## src/rtl/alu_rs_param_pkg.sv

```systemverilog
// Shared CPU definitions for the ALU reservation station: default widths,
// the "no producer" tag value and the ALU opcode encodings.
package alu_rs_param_pkg;

  localparam int RS_DEPTH_DEF = 4;
  localparam int TAG_W_DEF    = 4;
  localparam int XLEN_DEF     = 32;
  localparam int OP_W_DEF     = 5;

  // A producer tag of zero means the operand value is already present.
  localparam int TAG_NONE = 0;

  typedef enum logic [OP_W_DEF-1:0] {
    ALU_ADD  = 5'd0,
    ALU_SUB  = 5'd1,
    ALU_AND  = 5'd2,
    ALU_OR   = 5'd3,
    ALU_XOR  = 5'd4,
    ALU_SLL  = 5'd5,
    ALU_SRL  = 5'd6,
    ALU_SRA  = 5'd7,
    ALU_SLT  = 5'd8,
    ALU_SLTU = 5'd9
  } alu_op_e;

endpackage

```

## src/rtl/alu_rs_param_age_picker.sv

```systemverilog
// Oldest-ready selector: grants the ready entry holding the smallest age.
// Ages of valid entries are unique, so at most one grant bit is set.
module rs_age_picker #(
  parameter int DEPTH = 4,
  parameter int AGE_W = 2
) (
  input  logic [DEPTH-1:0]            ready,
  input  logic [DEPTH-1:0][AGE_W-1:0] age,
  output logic [DEPTH-1:0]            grant,
  output logic                        valid
);

  logic [AGE_W-1:0] best;

  always_comb begin
    // NOTE: every output of a combinational block gets a default before any
    // conditional assignment; otherwise synthesis infers a latch.
    grant = '0;
    valid = 1'b0;
    best  = '0;
    for (int i = 0; i < DEPTH; i++) begin
      if (ready[i] && (!valid || age[i] < best)) begin
        grant    = '0;
        grant[i] = 1'b1;
        valid    = 1'b1;
        best     = age[i];
      end
    end
  end

endmodule

```

## src/rtl/alu_rs_param.sv

```systemverilog
// ALU reservation station: holds dispatched ALU ops until both operands arrive
// over the CDB, then issues the oldest ready op to the external ALU.
module alu_rs_param
  import alu_rs_param_pkg::*;
#(
  parameter int DEPTH = RS_DEPTH_DEF,
  parameter int TAG_W = TAG_W_DEF,
  parameter int XLEN  = XLEN_DEF,
  parameter int OP_W  = OP_W_DEF
) (
  input  logic                      clk_in,
  input  logic                      rst_in,
  input  logic                      rdy_in,
  input  logic                      flush_in,
  input  logic                      disp_valid,
  output logic                      disp_ready,
  input  logic [OP_W-1:0]           disp_op,
  input  logic [XLEN-1:0]           disp_vj,
  input  logic [XLEN-1:0]           disp_vk,
  input  logic [TAG_W-1:0]          disp_qj,
  input  logic [TAG_W-1:0]          disp_qk,
  input  logic [TAG_W-1:0]          disp_dest,
  input  logic [XLEN-1:0]           disp_addr,
  input  logic                      cdb_active,
  input  logic [TAG_W-1:0]          cdb_tag,
  input  logic [XLEN-1:0]           cdb_val,
  output logic                      iss_valid,
  output logic [OP_W-1:0]           iss_op,
  output logic [XLEN-1:0]           iss_op1,
  output logic [XLEN-1:0]           iss_op2,
  output logic [XLEN-1:0]           iss_addr,
  output logic [TAG_W-1:0]          iss_dest,
  output logic [$clog2(DEPTH):0]    count,
  output logic                      full,
  output logic                      empty
);

  localparam int AGE_W = $clog2(DEPTH);
  localparam int CNT_W = AGE_W + 1;
  localparam logic [TAG_W-1:0] TAG_NIL = TAG_W'(TAG_NONE);

  logic [DEPTH-1:0]            e_valid;
  logic [DEPTH-1:0][AGE_W-1:0] e_age;
  logic [OP_W-1:0]             e_op   [DEPTH];
  logic [XLEN-1:0]             e_vj   [DEPTH];
  logic [XLEN-1:0]             e_vk   [DEPTH];
  logic [TAG_W-1:0]            e_qj   [DEPTH];
  logic [TAG_W-1:0]            e_qk   [DEPTH];
  logic [TAG_W-1:0]            e_dest [DEPTH];
  logic [XLEN-1:0]             e_addr [DEPTH];

  logic [DEPTH-1:0] ready;
  logic [DEPTH-1:0] grant;
  logic             any_ready;
  logic [AGE_W-1:0] iss_idx;
  logic [AGE_W-1:0] iss_age;
  logic [AGE_W-1:0] free_idx;
  logic             free_found;
  logic             alloc;
  logic             byp_j;
  logic             byp_k;

  // Readiness comes from registered tags only, so a wakeup needs a full cycle
  // before the woken entry can be picked.
  always_comb begin
    for (int i = 0; i < DEPTH; i++)
      ready[i] = e_valid[i] && (e_qj[i] == TAG_NIL) && (e_qk[i] == TAG_NIL);
  end

  rs_age_picker #(
    .DEPTH (DEPTH),
    .AGE_W (AGE_W)
  ) u_picker (
    .ready (ready),
    .age   (e_age),
    .grant (grant),
    .valid (any_ready)
  );

  always_comb begin
    iss_idx    = '0;
    iss_age    = '0;
    free_idx   = '0;
    free_found = 1'b0;
    for (int i = 0; i < DEPTH; i++) begin
      if (grant[i]) begin
        iss_idx = AGE_W'(i);
        iss_age = e_age[i];
      end
      if (!e_valid[i] && !free_found) begin
        free_idx   = AGE_W'(i);
        free_found = 1'b1;
      end
    end
  end

  assign disp_ready = (count < CNT_W'(DEPTH)) && rdy_in && !flush_in;
  assign alloc      = disp_valid && disp_ready;
  assign byp_j      = cdb_active && (disp_qj != TAG_NIL) && (disp_qj == cdb_tag);
  assign byp_k      = cdb_active && (disp_qk != TAG_NIL) && (disp_qk == cdb_tag);
  assign full       = (count == CNT_W'(DEPTH));
  assign empty      = (count == '0);

  always_ff @(posedge clk_in or posedge rst_in) begin
    if (rst_in) begin
      // NOTE: the entry arrays are reset here because operands must read back
      // as zero after reset; plain storage without that need is left unreset.
      e_valid   <= '0;
      e_age     <= '0;
      count     <= '0;
      iss_valid <= 1'b0;
      iss_op    <= '0;
      iss_op1   <= '0;
      iss_op2   <= '0;
      iss_addr  <= '0;
      iss_dest  <= '0;
      for (int i = 0; i < DEPTH; i++) begin
        e_op[i]   <= '0;
        e_vj[i]   <= '0;
        e_vk[i]   <= '0;
        e_qj[i]   <= '0;
        e_qk[i]   <= '0;
        e_dest[i] <= '0;
        e_addr[i] <= '0;
      end
    end else if (!rdy_in) begin
      iss_valid <= 1'b0;
    end else if (flush_in) begin
      e_valid   <= '0;
      e_age     <= '0;
      count     <= '0;
      iss_valid <= 1'b0;
    end else begin
      // NOTE: non-blocking assignments throughout, so every entry sees the
      // pre-edge state regardless of statement order.
      iss_valid <= any_ready;
      if (any_ready) begin
        iss_op            <= e_op[iss_idx];
        iss_op1           <= e_vj[iss_idx];
        iss_op2           <= e_vk[iss_idx];
        iss_addr          <= e_addr[iss_idx];
        iss_dest          <= e_dest[iss_idx];
        e_valid[iss_idx]  <= 1'b0;
      end
      for (int i = 0; i < DEPTH; i++) begin
        if (cdb_active && cdb_tag != TAG_NIL && e_valid[i]) begin
          if (e_qj[i] == cdb_tag) begin
            e_vj[i] <= cdb_val;
            e_qj[i] <= TAG_NIL;
          end
          if (e_qk[i] == cdb_tag) begin
            e_vk[i] <= cdb_val;
            e_qk[i] <= TAG_NIL;
          end
        end
        if (any_ready && e_valid[i] && e_age[i] > iss_age)
          e_age[i] <= e_age[i] - AGE_W'(1);
      end
      // The free slot was invalid before this edge, so it never collides
      // with the entry being issued or woken.
      if (alloc) begin
        e_valid[free_idx] <= 1'b1;
        e_op[free_idx]    <= disp_op;
        e_vj[free_idx]    <= byp_j ? cdb_val : disp_vj;
        e_vk[free_idx]    <= byp_k ? cdb_val : disp_vk;
        e_qj[free_idx]    <= byp_j ? TAG_NIL : disp_qj;
        e_qk[free_idx]    <= byp_k ? TAG_NIL : disp_qk;
        e_dest[free_idx]  <= disp_dest;
        e_addr[free_idx]  <= disp_addr;
        e_age[free_idx]   <= any_ready ? AGE_W'(count - CNT_W'(1)) : AGE_W'(count);
      end
      if (alloc && !any_ready)
        count <= count + CNT_W'(1);
      else if (!alloc && any_ready)
        count <= count - CNT_W'(1);
    end
  end

endmodule

```

## config.mk

```make
export PLATFORM = sky130hd
export DESIGN_NAME = alu_rs_param
export DESIGN_NICKNAME = d
export VERILOG_FILES = /design/src/rtl/alu_rs_param_pkg.sv /design/src/rtl/alu_rs_param_age_picker.sv /design/src/rtl/alu_rs_param.sv
export SDC_FILE = /design/constraint.sdc
export NUM_CORES = 2
export LEC_CHECK = 0
export BUFFER_PORTS_ARGS = -buffer_cell sky130_fd_sc_hd__buf_4
export CAP_MARGIN = 20
export CORE_AREA = 5 5 226 206
export DETAILED_ROUTE_END_ITERATION = 16
export DIE_AREA = 0 0 231 211
export HOLD_SLACK_MARGIN = 0.03
export PLACE_DENSITY = 0.95
export SLEW_MARGIN = 20
export SYNTH_ARGS = -nofsm -noshare
export SYNTH_HDL_FRONTEND = slang
export SYNTH_HIERARCHICAL = 1
export SYNTH_SLANG_ARGS = --single-unit
```

## constraint.sdc

```tcl
create_clock -name clk_in -period 33.5 [get_ports clk_in]
set_clock_uncertainty 0.1 [all_clocks]
set_input_delay 6.7 -clock clk_in [delete_from_list [all_inputs] [get_ports clk_in]]
set_output_delay 6.7 -clock clk_in [all_outputs]
set_load 0.005 [all_outputs]
```

==> summary.md <==
| Metric | Value |
|---|---|
| Status | completed |
| Max clock buf depth | 3 |
| Layout cells sized above 1 | 0.1818 |
| Worst EP arrival | 7500 ps |
| CP max FO | 16 |
| Global-route wire length before repair | 137.4 mm |
| Post-Syn Area | 0.02830 mm² |
| Finished Cell Area | 0.03248 mm² |
| Setup_tns | 0 ps |
| Avg Cell Area, Syn | 9.812 µm² |
| # H-tree levels | 2 |
| Total wire length | 87.59 mm |
| Synthesized net count | 3053 |
| Filler Cell Count | 2757 |
| Synth warnings | 6 |
| Slew HR | 0.2277 |
| Place WS | 19220 ps |
| Top Ports | 267 |
| Multi-input logic area | 0.01250 mm² |
| Top cells by area, synth | dfrtp_1, nand2_1, mux2i_1 |
| 1st-iter DRT viols | 3282 |
| Clock Pin Slew Worst Setup and Hold Paths | 60 ps |
| Yosys reg bits | 573 |
| Post-synth top flop | dfrtp_1 |
| Post-CTS setup buffer count | 0 |
| Area growth from synthesis to layout | 14.77% |
| Seq/Total Area, Yosys | 0.5067 |
| Slowest stage delay, CP | 180 ps |
| Core area | 0.04384 mm² |
| Die X-Extent | 231 µm |
| Number of enable flip-flop cells after synthesis | 0 |
| DRC errors left | 0 |
| Most frequent CP cell | buf_4 |
| Die Ht | 211 µm |
| Leak | 14.72 nW |
| Yosys cell types | 67 |
| Post-route ant nets | 0 |
| CTS tree | built |
| Synth top area share | 0.5067 |
| Final setup viols | 0 |
| CP required | 26700 ps |
| Pre-antenna DRT Iters | 7 |
| Critical-path cell list | buf_4, inv_1, nand2_1, nor2_1, buf_4 |
| Die area | 0.04874 mm² |
| Cts bufs inserted | 58 |
| Cells after synthesis | 2884 |
| Post_cts resized | 0 |
| RSZ-0062 raised after global routing | false |
| Hold buffers post-CTS | 0 |
| Clock latency on the worst-skew pair | 650 ps |
| Tmin final | 14300 ps |
| Kind of critical path | in -> out |
| Synth async-reset ratio | 1.000 |
| CTS Root Cell | clkbuf_16 |
| Antenna violations before repair | 17 |
| Post-DR vias/cell | 6.743 |
| Initial Util | 0.6455 |
| Slowest cell on the critical path | nand2_1 |
| Sequential Area | 0.01434 mm² |
| DR WL/cell | 24.09 µm |
| Count of pins over their slew limit | 0 |
| Startpoint Class | input port |
| Worst Path Buf+Inv | 3 |
| Setup ws final | 19200 ps |
| Tot GR Track Use | 0.3508 |
| CP delay by family, top | buffers and inverters |
| # rows | 73 |
| Final Cycle Share | 0.4269 |
| Pin count of the biggest net entering global routing | 148 |
| IO buf count | 266 |
| Clk sinks | 573 |
| HP Class | reg -> reg |
| Maxcap violations | 0 |
| Post-DP HPWL | 51.00 mm |
| Peak Freq | 69.92 MHz |
| Worst setup EP type | output pin |
| Final hold viol count | 0 |
| # nets final | 3184 |
| Placed cell area | 0.03032 mm² |
| Peak supply drop | 0.00006497 V |
| Worst slew pin tran | 1156 ps |
| Final GP Congestion | 0.8865 |
| Total power | 2.357 mW |
| Grt ovf | 0 |
| PwrDens | 72.56 mW/mm² |
| Util after Layout | 0.7408 |
| Via count | 24518 |
| Vias in the first global route | 25760 |
| Synth area leader | dfrtp_1 |
==> state kept, by name (all words and copies together) (netlist names) <==
register	cells
e_qj	16
e_op	20
iss_op1	32
e_valid	4
iss_op2	32
iss_addr	32
iss_dest	4
e_vj	128
count	3
e_age	8
e_addr	128
e_dest	16
e_qk	16
e_vk	128
iss_valid	1
iss_op	5
==> path summary, 6_finish.rpt <==
kind                                   from           to  slack, ps  cells after the start
worst max-delay path               flush_in   disp_ready      19200                      5
worst min-delay path            iss_op1[12]  iss_op1[12]        380                      2
worst max register to register   e_valid[0]     e_age[1]      25720                     31
worst min register to register  iss_op1[12]  iss_op1[12]        380                      2
max in group asynchronous            rst_in  iss_op1[25]      24880                      4
min in group asynchronous            rst_in   iss_op2[9]       6050                      2
==> tightest hold or removal path: cells and delay by family, from the launching register on <==
kind | cells | cell delay (ps)
compound gates | 1 | 60
flops | 1 | 340
simple gates | 1 | 40
==> layer usage <==
metal	global-route usage	part of all wire	vias to the layer above
li1	-	-	10423
met1	0.4481	0.36	11878
met2	0.5424	0.46	1801
met3	0.1065	0.13	402
met4	0.1916	0.052	14
met5	0	0.00090	-
==> logic make-up after synthesis <==
logic type                 Yosys count  share of synthesized area
buffers and inverters              369                    0.05730
and+or+nand+nor                   1064                     0.1658
AOI/OAI and AO/OA                  606                     0.1739
adders and majority gates           14                   0.006190
muxes                              216                    0.07702
xor gates and xnor gates            42                    0.01300
DFF                                573                     0.5067
==> power by group <==
part,leakage [nW],switching (mW),internal (mW),total (mW)
sequential,7.36,0.156,0.922,1.08
clock,0.982,0.288,0.377,0.665
combinational,6.38,0.300,0.314,0.614
==> cells in the mapped netlist (3+ instances only) <==
cell	count
o31a_1	3
o22ai_1	34
and3_1	5
nand4_1	3
a21oi_1	13
nor3_1	50
buf_1	22
a222oi_1	18
o22a_1	32
mux2_4	3
clkbuf_1	156
nand3b_1	3
o221a_2	70
a32oi_1	3
nor4_1	13
o21a_1	32
ha_1	14
or3_1	160
nand2_1	761
inv_1	131
buf_6	26
mux2i_1	211
nor3b_1	4
buf_2	33
nor2b_1	8
xor2_1	33
dfrtp_1	573
and2_1	4
nor4b_1	3
nand3_1	14
a221oi_2	40
a221oi_1	6
o2111ai_1	5
a21oi_2	4
or2_1	3
o21ai_0	236
nor2_1	17
xnor2_1	9
o221a_1	90
==> per-stage QoR <==
step,hold WS [ps],instances
floorplan,345.0,2884
global placement,355.7,3512
detailed placement,362.4,3512
CTS,378.4,3621
global route,389.0,3634
finish,377.2,3636
==> cell type report <==
| type | count | area share |
|---|---|---|
| flip-flops and latches | 573 | 0.4415 |
| inverters | 132 | 0.01564 |
| diodes | 10 | 0.0007705 |
| well taps | 562 | 0.02165 |
| multi-input cells | 1942 | 0.3849 |
| repair buffers | 308 | 0.07501 |
| clock inverters | 25 | 0.007320 |
| clock buffers | 84 | 0.05324 |
==> placed cells by master, fill, tap and decap left out, drive strengths merged, types with 15 or more instances in the layout <==
cell	Yosys	routed
a221oi	46	46
o22ai	34	34
inv	131	135
o21ai	239	239
or3	160	160
clkbuf	156	84
a21oi	17	17
dfrtp	573	573
o22a	32	32
a222oi	18	18
o21a	32	32
mux2i	211	211
xor2	33	33
clkinv	1	18
o221a	160	160
nand2	761	761
nor3	50	50
buf	81	308
nand3	15	15
nor2	18	18
No activity file was read; power rests on OpenSTA's default activity.
